**src/rtl/pc_fetch_unit.sv**
```systemverilog
// pc_fetch_unit: PC sequencing with a 2-entry {instr, PC} fetch queue; define FETCH_BYPASS_EN for same-cycle empty-queue bypass
module pc_fetch_unit #(
    parameter int PC_W    = 48,
    parameter int INSTR_W = 16
) (
    input  logic               Clk,
    input  logic               Reset,
    input  logic [PC_W-1:0]    PCResult,
    output logic [PC_W-1:0]    PCNext,
    output logic               PCen,
    input  logic               Redirect,
    input  logic [PC_W-1:0]    RedirectTarget,
    output logic               MemReq,
    output logic [PC_W-1:0]    MemAddr,
    input  logic               MemAck,
    input  logic [INSTR_W-1:0] MemData,
    output logic               InstrValid,
    output logic [INSTR_W-1:0] Instr,
    output logic [PC_W-1:0]    InstrPC,
    input  logic               InstrReady
);
    typedef enum logic [1:0] {IDLE, REQ, FULL, DROP} state_t;
    state_t state, state_next;
    logic [INSTR_W-1:0] q_instr [2];
    logic [PC_W-1:0]    q_pc [2];
    logic               rd_ptr, wr_ptr;
    logic [1:0]         count, count_next;
    logic [PC_W-1:0]    addr_q;
    logic               ack_req, push, pop, bypass, has_head;
    assign ack_req  = state == REQ && MemAck && !Redirect;
`ifdef FETCH_BYPASS_EN
    assign bypass   = ack_req && count == 2'd0;
`else
    assign bypass   = 1'b0;
`endif
    assign has_head = count != 2'd0;
    assign pop      = has_head && InstrReady;
    // a bypassed word that decode takes immediately never enters the queue
    assign push       = ack_req && !(bypass && InstrReady);
    assign count_next = Redirect ? 2'd0 : count + {1'b0, push} - {1'b0, pop};
    always_comb begin
        state_next = state;
        case (state)
            IDLE: state_next = REQ;
            REQ:  state_next = Redirect ? (MemAck ? REQ : DROP) : (ack_req && count_next == 2'd2) ? FULL : REQ;
            FULL: state_next = count_next < 2'd2 ? REQ : FULL;
            DROP: state_next = (!Redirect && MemAck) ? REQ : DROP;
        endcase
        MemReq     = !Reset && (state == REQ || state == DROP);
        MemAddr    = Reset ? '0 : state == REQ ? PCResult : state == DROP ? addr_q : '0;
        PCen       = !Reset && (Redirect || ack_req);
        PCNext     = Reset ? '0 : Redirect ? RedirectTarget : ack_req ? PCResult + PC_W'(1) : PCResult;
        InstrValid = !Reset && (has_head || bypass);
        Instr      = Reset ? '0 : has_head ? q_instr[rd_ptr] : bypass ? MemData : '0;
        InstrPC    = Reset ? '0 : has_head ? q_pc[rd_ptr] : bypass ? PCResult : '0;
    end
    always_ff @(posedge Clk) begin
        if (Reset) begin
            state  <= IDLE;
            count  <= 2'd0;
            rd_ptr <= 1'b0;
            wr_ptr <= 1'b0;
            addr_q <= '0;
        end else begin
            state <= state_next;
            count <= count_next;
            if (state == REQ)
                addr_q <= PCResult;
            if (Redirect) begin
                rd_ptr <= 1'b0;
                wr_ptr <= 1'b0;
            end else begin
                if (push)
                    wr_ptr <= !wr_ptr;
                if (pop)
                    rd_ptr <= !rd_ptr;
            end
        end
    end
    always_ff @(posedge Clk) begin
        if (push && !Reset) begin
            q_instr[wr_ptr] <= MemData;
            q_pc[wr_ptr]    <= PCResult;
        end
    end
endmodule
```
**config.mk**
```make
export PLATFORM = sky130hd
export DESIGN_NAME = pc_fetch_unit
export DESIGN_NICKNAME = d
export VERILOG_FILES = /design/src/rtl/pc_fetch_unit.sv
export SDC_FILE = /design/constraint.sdc
export NUM_CORES = 1
export LEC_CHECK = 0
export ABC_CLOCK_PERIOD_IN_PS = 9500
export BUFFER_PORTS_ARGS = -buffer_cell sky130_fd_sc_hd__clkbuf_2
export CORE_UTILIZATION = 52
export DETAILED_ROUTE_END_ITERATION = 10
export PLACE_DENSITY = 0.84
export REMOVE_ABC_BUFFERS = 1
export SYNTH_ARGS = -nofsm -noshare
export SYNTH_HDL_FRONTEND = slang
export SYNTH_SLANG_ARGS = --single-unit
```
**constraint.sdc**
```tcl
create_clock -name Clk -period 9.5 [get_ports Clk]
set_input_delay 1.9 -clock Clk [delete_from_list [all_inputs] [get_ports Clk]]
set_output_delay 1.9 -clock Clk [all_outputs]
set_load 0.01 [all_outputs]
```
Word level (Yosys, flattened, before mapping)
Memory sizes are Yosys's and may differ from the RTL's. A register that Yosys moved wholly into a read port is not among the register bits.
Cells that the tools add are included.
{ "totals": {"register_bits": 54, "ram_bits": 128, "input_bits": 117, "out_inout_bits": 163, "mem_count": 2} }
{ "memory_table": {"columns": ["name", "words", "word_bits", "read_ports", "rd_clocked_by_memory_dff", "write_ports", "line_no", "text"], "rows": [
  ["q_pc", 2, 48, 1, 1, 1, "25", "logic [PC_W-1:0] q_pc [2];"],
  ["q_instr", 2, 16, 1, 1, 1, "24", "logic [INSTR_W-1:0] q_instr [2];"]
]} }
{ "op_classes": {"n_addsub": 3, "magnitude_cmp": 1, "eq_ne": 4, "n_mux": 23, "n_reduce_logical": 18} }
{ "ops": {"columns": ["cell", "n"], "rows": [
  ["2-to-1 mux 48 bit", 8],
  ["adder 48 x 1 -> 48 bit, second input constant", 1],
  ["2-to-1 mux 16 bit", 2],
  ["2-to-1 mux 2 bit", 6],
  ["logical AND 1 bit", 9],
  ["case mux 2 bit (4 select lines)", 1],
  ["== test 2 bit, second input constant", 3],
  ["2-to-1 mux 1 bit", 6],
  ["zero test 1 bit", 4],
  ["adder 2 x 1 -> 2 bit", 1],
  ["== test 2 x 1 -> 1 bit, second input constant", 1],
  ["zero test 2 bit", 1],
  ["logical OR 1 bit", 2],
  ["less-than comparator 2 bit, second input constant", 1],
  ["nonzero test 2 bit", 1],
  ["OR reduction 2 bit", 1],
  ["subtractor 2 x 1 -> 2 bit", 1]
]} }

Longest topological paths before layout
Gate-level depths: netlist (run 1).
{ "logic_depth": {"depth_word": 11, "mapped_depth": 12} }

Least setup slack after synthesis (run 1)
Ideal clock, no wire load.
{ "synth_path": {"path_kind": "input to register", "from": "in Redirect", "to": "mem q_instr[1][0] (enable)", "arrival_time_ps": 7092, "required_time_ps": 8922, "setup_slack_ps": 1830, "cell_stages": 4, "path_buffers": 1, "path_cell_list": "and4bb_2 buf_2 inv_1 nor3b_1"} }
{ "synth_between": {"elab_chain_len": 5} }
{ "synth_lines": {"columns": ["element", "line_no", "text"], "rows": [
  ["from (decl)", "11", "input logic Redirect,"],
  ["zero test 1 bit", "30", "assign ack_req = state == REQ && MemAck && !Redirect;"],
  ["logical AND 1 bit", "30", null],
  ["logical AND 1 bit", "81", "if (push && !Reset) begin"],
  ["2-to-1 mux 1 bit", "81", null],
  ["2-to-1 mux 1 bit (not written as such)", "82", "q_instr[wr_ptr] <= MemData;"],
  ["to (decl)", "24", null]
]} }
No other way between the ends.

Final worst setup path (run 1)
{ "layout_path": {"from": "in Redirect", "to": "out PCNext[36]"} }
{ "layout_between": {"elab_chain_len": 5} }
{ "layout_lines": {"columns": ["element", "line_no", "text"], "rows": [
  ["zero test 1 bit", "30", null],
  ["logical AND 1 bit", "30", null],
  ["2-to-1 mux 48 bit", "52", "PCNext = Reset ? '0 : Redirect ? RedirectTarget : ack_req ? PCResult + PC_W'(1) : PCResult;"],
  ["2-to-1 mux 48 bit (*) (2 in series)", "52", null],
  ["to (decl)", "9", "output logic [PC_W-1:0] PCNext,"]
]} }
Every way passes the cells marked *; elsewhere a longest branch is shown, timed or not.

==> PnR_summary.wiki, run 1 <==
{| class="wikitable"
! Metric !! Value
|-
| Status || finished, final reports clean
|-
| Core footprint || 16,800 µm²
|-
| Area added between synthesis and finish || 23.8%
|-
| Share of the synthesized area in the top cell type || 42.5%
|-
| NumNets Final || between 1,000 and 1,500
|-
| Total power density per cell area || 162 nW/µm²
|-
| Final wirelength || 25,300 µm
|-
| Max Used Layer || met4
|-
| Required time of the critical path || 7.60 ns
|-
| Mux share of post-synthesis cell area || 7.53%
|-
| Worst hold endpoint || addr_q[0]
|-
| Sequential area share after synthesis || 54.6%
|-
| Global-route wire length before repair || 38,500 µm
|-
| Hold-critical path depth || 2
|-
| Post-Synth XOR/XNOR Area || 3.29%
|-
| Synth unique cells || 47
|-
| Maximum clock insertion buffer count || 2
|-
| Setup CP Type || in2out
|-
| Post-cts hold buffer count || 0
|-
| Max Clk Rate || roughly 0.16 GHz
|-
| Kind of start point of the critical path || primary input
|-
| Min Clock Period, post-route || 6.39 ns
|-
| DRT antenna net count || 0
|-
| Initial Utilization || 54.0%
|-
| Maximum ir drop on the vdd rail || about 0.15 mV
|-
| Met2 wire length || 12,300 µm
|-
| Synth Area in Compound Gates || 7.27%
|-
| Number of global-route vias before repair || 7,214
|-
| Diode count || 0
|-
| Number of clock buffers inserted by TritonCTS || 17
|-
| Simple-gate area share of the yosys netlist || 23.7%
|-
| Most numerous cell in the Yosys netlist || edfxtp_1
|-
| Tot GR Track Use || between 20 and 30%
|-
| Floorplan die width || 134 µm
|-
| Pin count of the biggest net entering global routing || 82
|-
| Routed length per placed instance || 18.6 µm
|-
| Most area-hungry cell type in the Yosys netlist || edfxtp_1
|-
| Area of the mapped netlist || 9050 µm²
|-
| Clock latency on the worst-skew pair || 0.43 ns
|-
| Number of hold violations in the final report || 0
|-
| Proportion of layout cells with a drive suffix above 1 || 30.1%
|-
| Avg Synthesized Cell Area || 10.3 µm²
|-
| Total leakage power || around 0.0044 µW
|-
| Dominant combinational cell family by area after synthesis || simple AND/OR/NAND/NOR gates
|-
| Worst clock skew on the final layout || 0.0139 ns
|-
| Slew Viols, Final || 0
|-
| Post-detailed-route via-to-cell ratio || 5.62
|-
| H-tree depth || 4
|-
| Adder-cell share of the synthesized area || less than 1%
|-
| Number of detailed-routing iterations run before antenna repair || 5
|-
| Setup bufs post-CTS || 0
|-
| Gate count after technology mapping || 883
|-
| Number of buffers added on ports || 279
|-
| Endpoint arrival time on the critical path || 4.49 ns
|-
| # fillers || between 1,000 and 1,500
|-
| Worst slew slack as a fraction of its limit || 20.4%
|-
| Period Utilization, post-route || 67.2%
|-
| Register-to-register setup slack || 6.36 ns
|-
| Die Y-Extent || 134 µm
|-
| Total via count in the routed design || 7,641
|-
| Clock tree from TritonCTS || done
|-
| Length of routed wiring on met1 || between 10,000 and 15,000 µm
|-
| Antenna violations before repair || 0
|-
| Post-synthesis register bit count || 183
|-
| Sort of element at the end of the critical path || output port
|-
| Final setup fails || 0
|-
| Cell chosen for the clock root || clkbuf_16
|-
| Worst hold start || addr_q[0]
|-
| Total global routing overflow || 0
|-
| Proportion of register bits with asynchronous set or reset after synthesis || 0%
|-
| Number of placement rows || 47
|-
| DIE AREA || 17,900 µm²
|-
| Type of the most critical hold path || reg2reg
|-
| Met3 wire length || 1880 µm
|-
| Total number of yosys warnings || 0
|-
| Slew @ Worst Pin || between 1 and 1.5 ns
|-
| Count of clock tree sinks || 183
|-
| Most common flop cell mapped by yosys || edfxtp_1
|-
| Number of maximum-capacitance constraint violations || 0
|-
| CTS-repair resized insts || 0
|-
| Worst-case hold slack || 0.454 ns
|-
| Cell count of the worst reg-to-reg path || 10
|-
| Most frequent cells after synthesis || edfxtp_1, nand2_1, nor2_1
|-
| FF-to-FF End || state[1]
|-
| 1st-iter DRT viols || 615
|-
| Top cells by area, synth || edfxtp_1, dfxtp_1, mux2i_1, nand2_1, nor2_1
|-
| Routability congestion estimate || about 0.8
|-
| Post-route DRC violation count || 0
|-
| Number of flops mapped to enable cells by yosys || 128
|-
| Worst flop-to-flop path startpoint || state[0]
|-
| Clock input transition at the sequential cells of the worst setup and hold paths || 0.07 ns
|-
| Unrepaired setup endpoints after global routing || no
|-
| Number of ports placed on the die boundary || 280
|-
| Peak fanout along the critical path || 28
|-
| Total negative setup slack || 0 ns
|-
| DP Wirelength || approximately 17,000 µm
|}
-- metrics by stage --
step | power [µW] | setup slack [ns] | utilization, % | area, µm² | std cells
final | 1820 | 3.11 | 66.9 | 11200 | 1360
after global routing | 1870 | 2.91 | 66.9 | 11200 | 1360
after CTS | 1820 | 3.10 | 66.9 | 11200 | 1360
after detailed placement | 1090 | 3.11 | 63.1 | 10600 | 1328
after global placement | 1080 | 3.17 | 63.1 | 10600 | 1328
after floorplan | 984 | 1.86 | - | 8790 | 820
-- critical path, stage by stage --
cell       delay, ns
clkbuf_2        0.35
nand4bb_4       0.38
nor4_2          0.95
nor4bb_1        0.36
xnor2_1         0.10
a211oi_1        0.25
clkbuf_2        0.18
-- cell type report --
type	count	area [µm²]	area share (%)
clock inverters	15	211	1.89
clock buffers	17	425	3.80
well taps	220	275	2.46
inverters	9	33.8	0.301
multi-input cells	628	3850	34.3
repair buffers	288	1470	13.1
flip-flops and latches	183	4950	44.2
-- flip-flops by register name, indices dropped and copies added (netlist names), named ones only --
name	flops
q_pc	96
addr_q	48
q_instr	32
count	2
state	2
rd_ptr	1
wr_ptr	1
-- cells by family after synthesis --
group	count (synthesis)
simple gates	418
flops	183
compound gates	105
buf+inv	72
mux	68
xor+xnor	34
fa+ha+maj	3
-- power breakdown --
| part | switching, µW | leakage, µW | internal, µW | total [µW] |
|---|---|---|---|---|
| clock network | 337 | 0.000308 | 406 | 743 |
| registers | 10.3 | 0.00161 | 870 | 881 |
| logic | 122 | 0.00249 | 70.4 | 192 |
-- layout by cell type, fill, tap and decap left out, types with 22 or more instances in the layout --
master / n
clkbuf_2: 278
edfxtp_1: 128
nand2_1: 123
nor2_1: 116
mux2i_1: 67
a21oi_1: 59
dfxtp_1: 53
and2_1: 49
a211oi_1: 27
and4_1: 22
-- metal layers --
metal	track usage (%)	vias up
li1	-	3651
met1	35.9	3589
met2	47.1	339
met3	5.33	62
met4	12.3	0
met5	0	-
-- how the worst max path moves through the flow --
stage | start | to | slack [ns] | depth (start not counted)
floorplan | Redirect | q_instr[1][0] | 1.86 | 3
global placement | Redirect | PCNext[36] | 3.17 | 7
detailed placement | Redirect | PCNext[36] | 3.11 | 7
CTS | Redirect | PCNext[36] | 3.10 | 7
global route | Redirect | PCNext[36] | 2.91 | 7
finish | Redirect | PCNext[36] | 3.11 | 7
(Power assumes the default switching activity.)
==> run 2, diff against run 1 <==
ABC_CLOCK_PERIOD_IN_PS = 5300   (was 9500)
CORE_UTILIZATION = 47   (was 52)
PLACE_DENSITY = 0.8   (was 0.84)
clock period = 5.3 ns   (was 9.5 ns; I/O delays follow)
==> PnR_summary.wiki, run 2 (synthesis gave the netlist of run 1 again) <==
{| class="wikitable"
! Metric !! Value
|-
| Cell count of the worst reg-to-reg path || 6
|-
| Worst clock skew on the final layout || roughly 0.012 ns
|-
| Routed length per placed instance || 18.8 µm
|-
| Period Utilization, post-route || 85.9%
|-
| Part of the total power dissipated in sequential elements || 49.7%
|-
| Clock input transition at the sequential cells of the worst setup and hold paths || 0.08 ns
|-
| Library cell appearing most often on the critical path || clkbuf_2
|-
| Sort of element at the end of the critical path || output port
|-
| DIE AREA || 19,800 µm²
|-
| Fraction of power consumed by the clock network || approximately two fifths
|-
| CTS-repair resized insts || 0
|-
| Max incr delay on CP || 0.63 ns
|-
| Area used by multi-input combinational logic || 3850 µm²
|-
| Area added between synthesis and finish || 23.8%
|-
| Routability congestion estimate || just over 0.8
|-
| Number of detailed-routing iterations run before antenna repair || 5
|-
| Post-detailed-route via-to-cell ratio || 5.60
|-
| Final setup fails || 0
|-
| Most common library cell in the layout ignoring fill and taps || clkbuf_2
|-
| Number of ports placed on the die boundary || 280
|-
| Slowest-stage cell, CP || a2111oi_0
|-
| Switching share of total power || a little over a quarter
|-
| Number of clock buffers inserted by TritonCTS || 17
|-
| Initial Utilization || 48.2%
|-
| Final wirelength || 26,000 µm
|-
| H-tree depth || 4
|-
| Slew @ Worst Pin || 1.18 ns
|-
| Biggest regs || q_pc x96, addr_q x48, q_instr x32
|-
| FF-to-FF End || addr_q[46]
|-
| Number of standard cells in the final layout excluding fillers || 1,379
|-
| Endpoint arrival time on the critical path || 3.49 ns
|-
| Worst flop-to-flop path startpoint || state[0]
|-
| Number of maximum-capacitance constraint violations || 0
|-
| Setup bufs post-CTS || 0
|-
| Unrepaired setup endpoints after global routing || no
|-
| Total power density per cell area || around 280 nW/µm²
|-
| Number of buffers added on ports || 279
|-
| Worst hold start || addr_q[20]
|-
| Top library cells by usage in the layout, fill and taps aside || clkbuf_2, edfxtp_1, nand2_1
|-
| Type of the most critical hold path || reg2reg
|-
| Register-to-register setup slack || approximately 2.7 ns
|-
| Max Clk Rate || 0.220 GHz
|-
| Slew Viols, Final || 0
|-
| Status || finished, final reports clean
|-
| Clock latency on the worst-skew pair || 0.44 ns
|-
| Diode count || 0
|-
| Floorplan die width || 141 µm
|-
| 1st-iter DRT viols || 471
|-
| Number of placement rows || 50
|-
| Clock tree from TritonCTS || done
|-
| Number of global-route vias before repair || 7,549
|-
| Worst hold endpoint || addr_q[20]
|-
| Total via count in the routed design || 7,723
|-
| Total leakage power || 0.00440 µW
|-
| Cell internal pwr || 2320 µW
|-
| Cell chosen for the clock root || clkbuf_16
|-
| NumNets Final || 1,252
|-
| Tot GR Track Use || about a quarter
|-
| Maximum ir drop on the vdd rail || 0.208 mV
|-
| Worst slew slack as a fraction of its limit || 21.6%
|-
| Post-cts hold buffer count || 0
|-
| Finished Core Util || 59.7%
|-
| Flip-flop and latch area || 4950 µm²
|-
| Core footprint || 18,800 µm²
|-
| DRT antenna net count || 0
|-
| Buf+Inv Stages, Crit Path || 2
|-
| # fillers || 1,591
|-
| Cell breakdown of the critical path || clkbuf_2 -> and4_1 -> nand2_1 -> nor4_1 -> a211oi_1 -> a2111oi_0 -> clkbuf_2
|-
| Register ranked first by flip-flop count || q_pc
|-
| Gate family responsible for the most delay along the worst path || simple AND/OR/NAND/NOR gates
|-
| Global-route wire length before repair || 39,800 µm
|-
| Maximum clock insertion buffer count || 2
|-
| Min Clock Period, post-route || 4.55 ns
|-
| Proportion of layout cells with a drive suffix above 1 || 30.4%
|-
| Start point of the critical path || PCResult[7]
|-
| Post-route DRC violation count || 0
|-
| Count of clock tree sinks || approximately 180
|-
| Total power draw || 3160 µW
|-
| Peak fanout along the critical path || 13
|-
| Required time of the critical path || 4.24 ns
|-
| Setup CP Type || in2out
|-
| Pin count of the biggest net entering global routing || 59
|-
| DP Wirelength || 17,700 µm
|-
| Net switching power || approximately 850 µW
|-
| Antenna violations before repair || 0
|-
| Kind of start point of the critical path || primary input
|-
| Die Y-Extent || 141 µm
|-
| Number of flip-flops in the largest register || 96
|-
| Number of hold violations in the final report || 0
|-
| Hold-critical path depth || 2
|-
| Number of instances in the placed design || 1,347
|-
| Total negative setup slack || 0 ns
|-
| Total global routing overflow || 0
|-
| Combinational power share || 11.1%
|}
## run 2: metrics by stage
stage               hold WS, ns  setup WS (ns)  instance area, µm²
floorplan                 0.427          -1.50                8790
global placement          0.440          0.834               10600
detailed placement        0.445          0.830               10600
CTS                       0.455          0.826               11200
global route              0.472          0.659               11200
finish                    0.454          0.748               11200
## run 2: per-layer routing
metal  up-vias  global-route usage [%]  wire length, µm
met2       348                    43.6            12300
met4         0                    10.9              801
met3        56                    6.49             1890
li1       3667                       -                -
met5         -                       0                0
met1      3652                    32.9            10900
## run 2: how the worst max path moves through the flow
stage / cells past startpoint / to
6_report: 7 / PCNext[47]
5_1_grt: 7 / PCNext[47]
3_3_place_gp: 8 / PCNext[42]
4_1_cts: 8 / PCNext[40]
2_1_floorplan: 3 / q_instr[1][0]
3_5_place_dp: 8 / PCNext[40]
## run 2: cell type report
cell class	count	share of cell area, %
multi-input combinational	628	34.3
inverter	9	0.301
clock buffer	17	3.80
tap	234	2.61
sequential	183	44.2
timing repair buffer	293	13.4
clock inverter	15	1.37
## run 2: worst reg2reg max path: stages (launching register included)
cell,delay (ns)
dfxtp_2,0.61
buf_4,0.42
inv_1,0.20
nor2_4,0.62
buf_4,0.41
nand2_1,0.10
a21oi_1,0.20
## run 2: power groups by stage
stage	combinational (µW)	clock (µW)	sequential (µW)
detailed placement	348	0	1610
finish	351	1240	1570
CTS	350	1260	1570
global route	384	1310	1580
global placement	342	0	1600
floorplan	157	0	1610
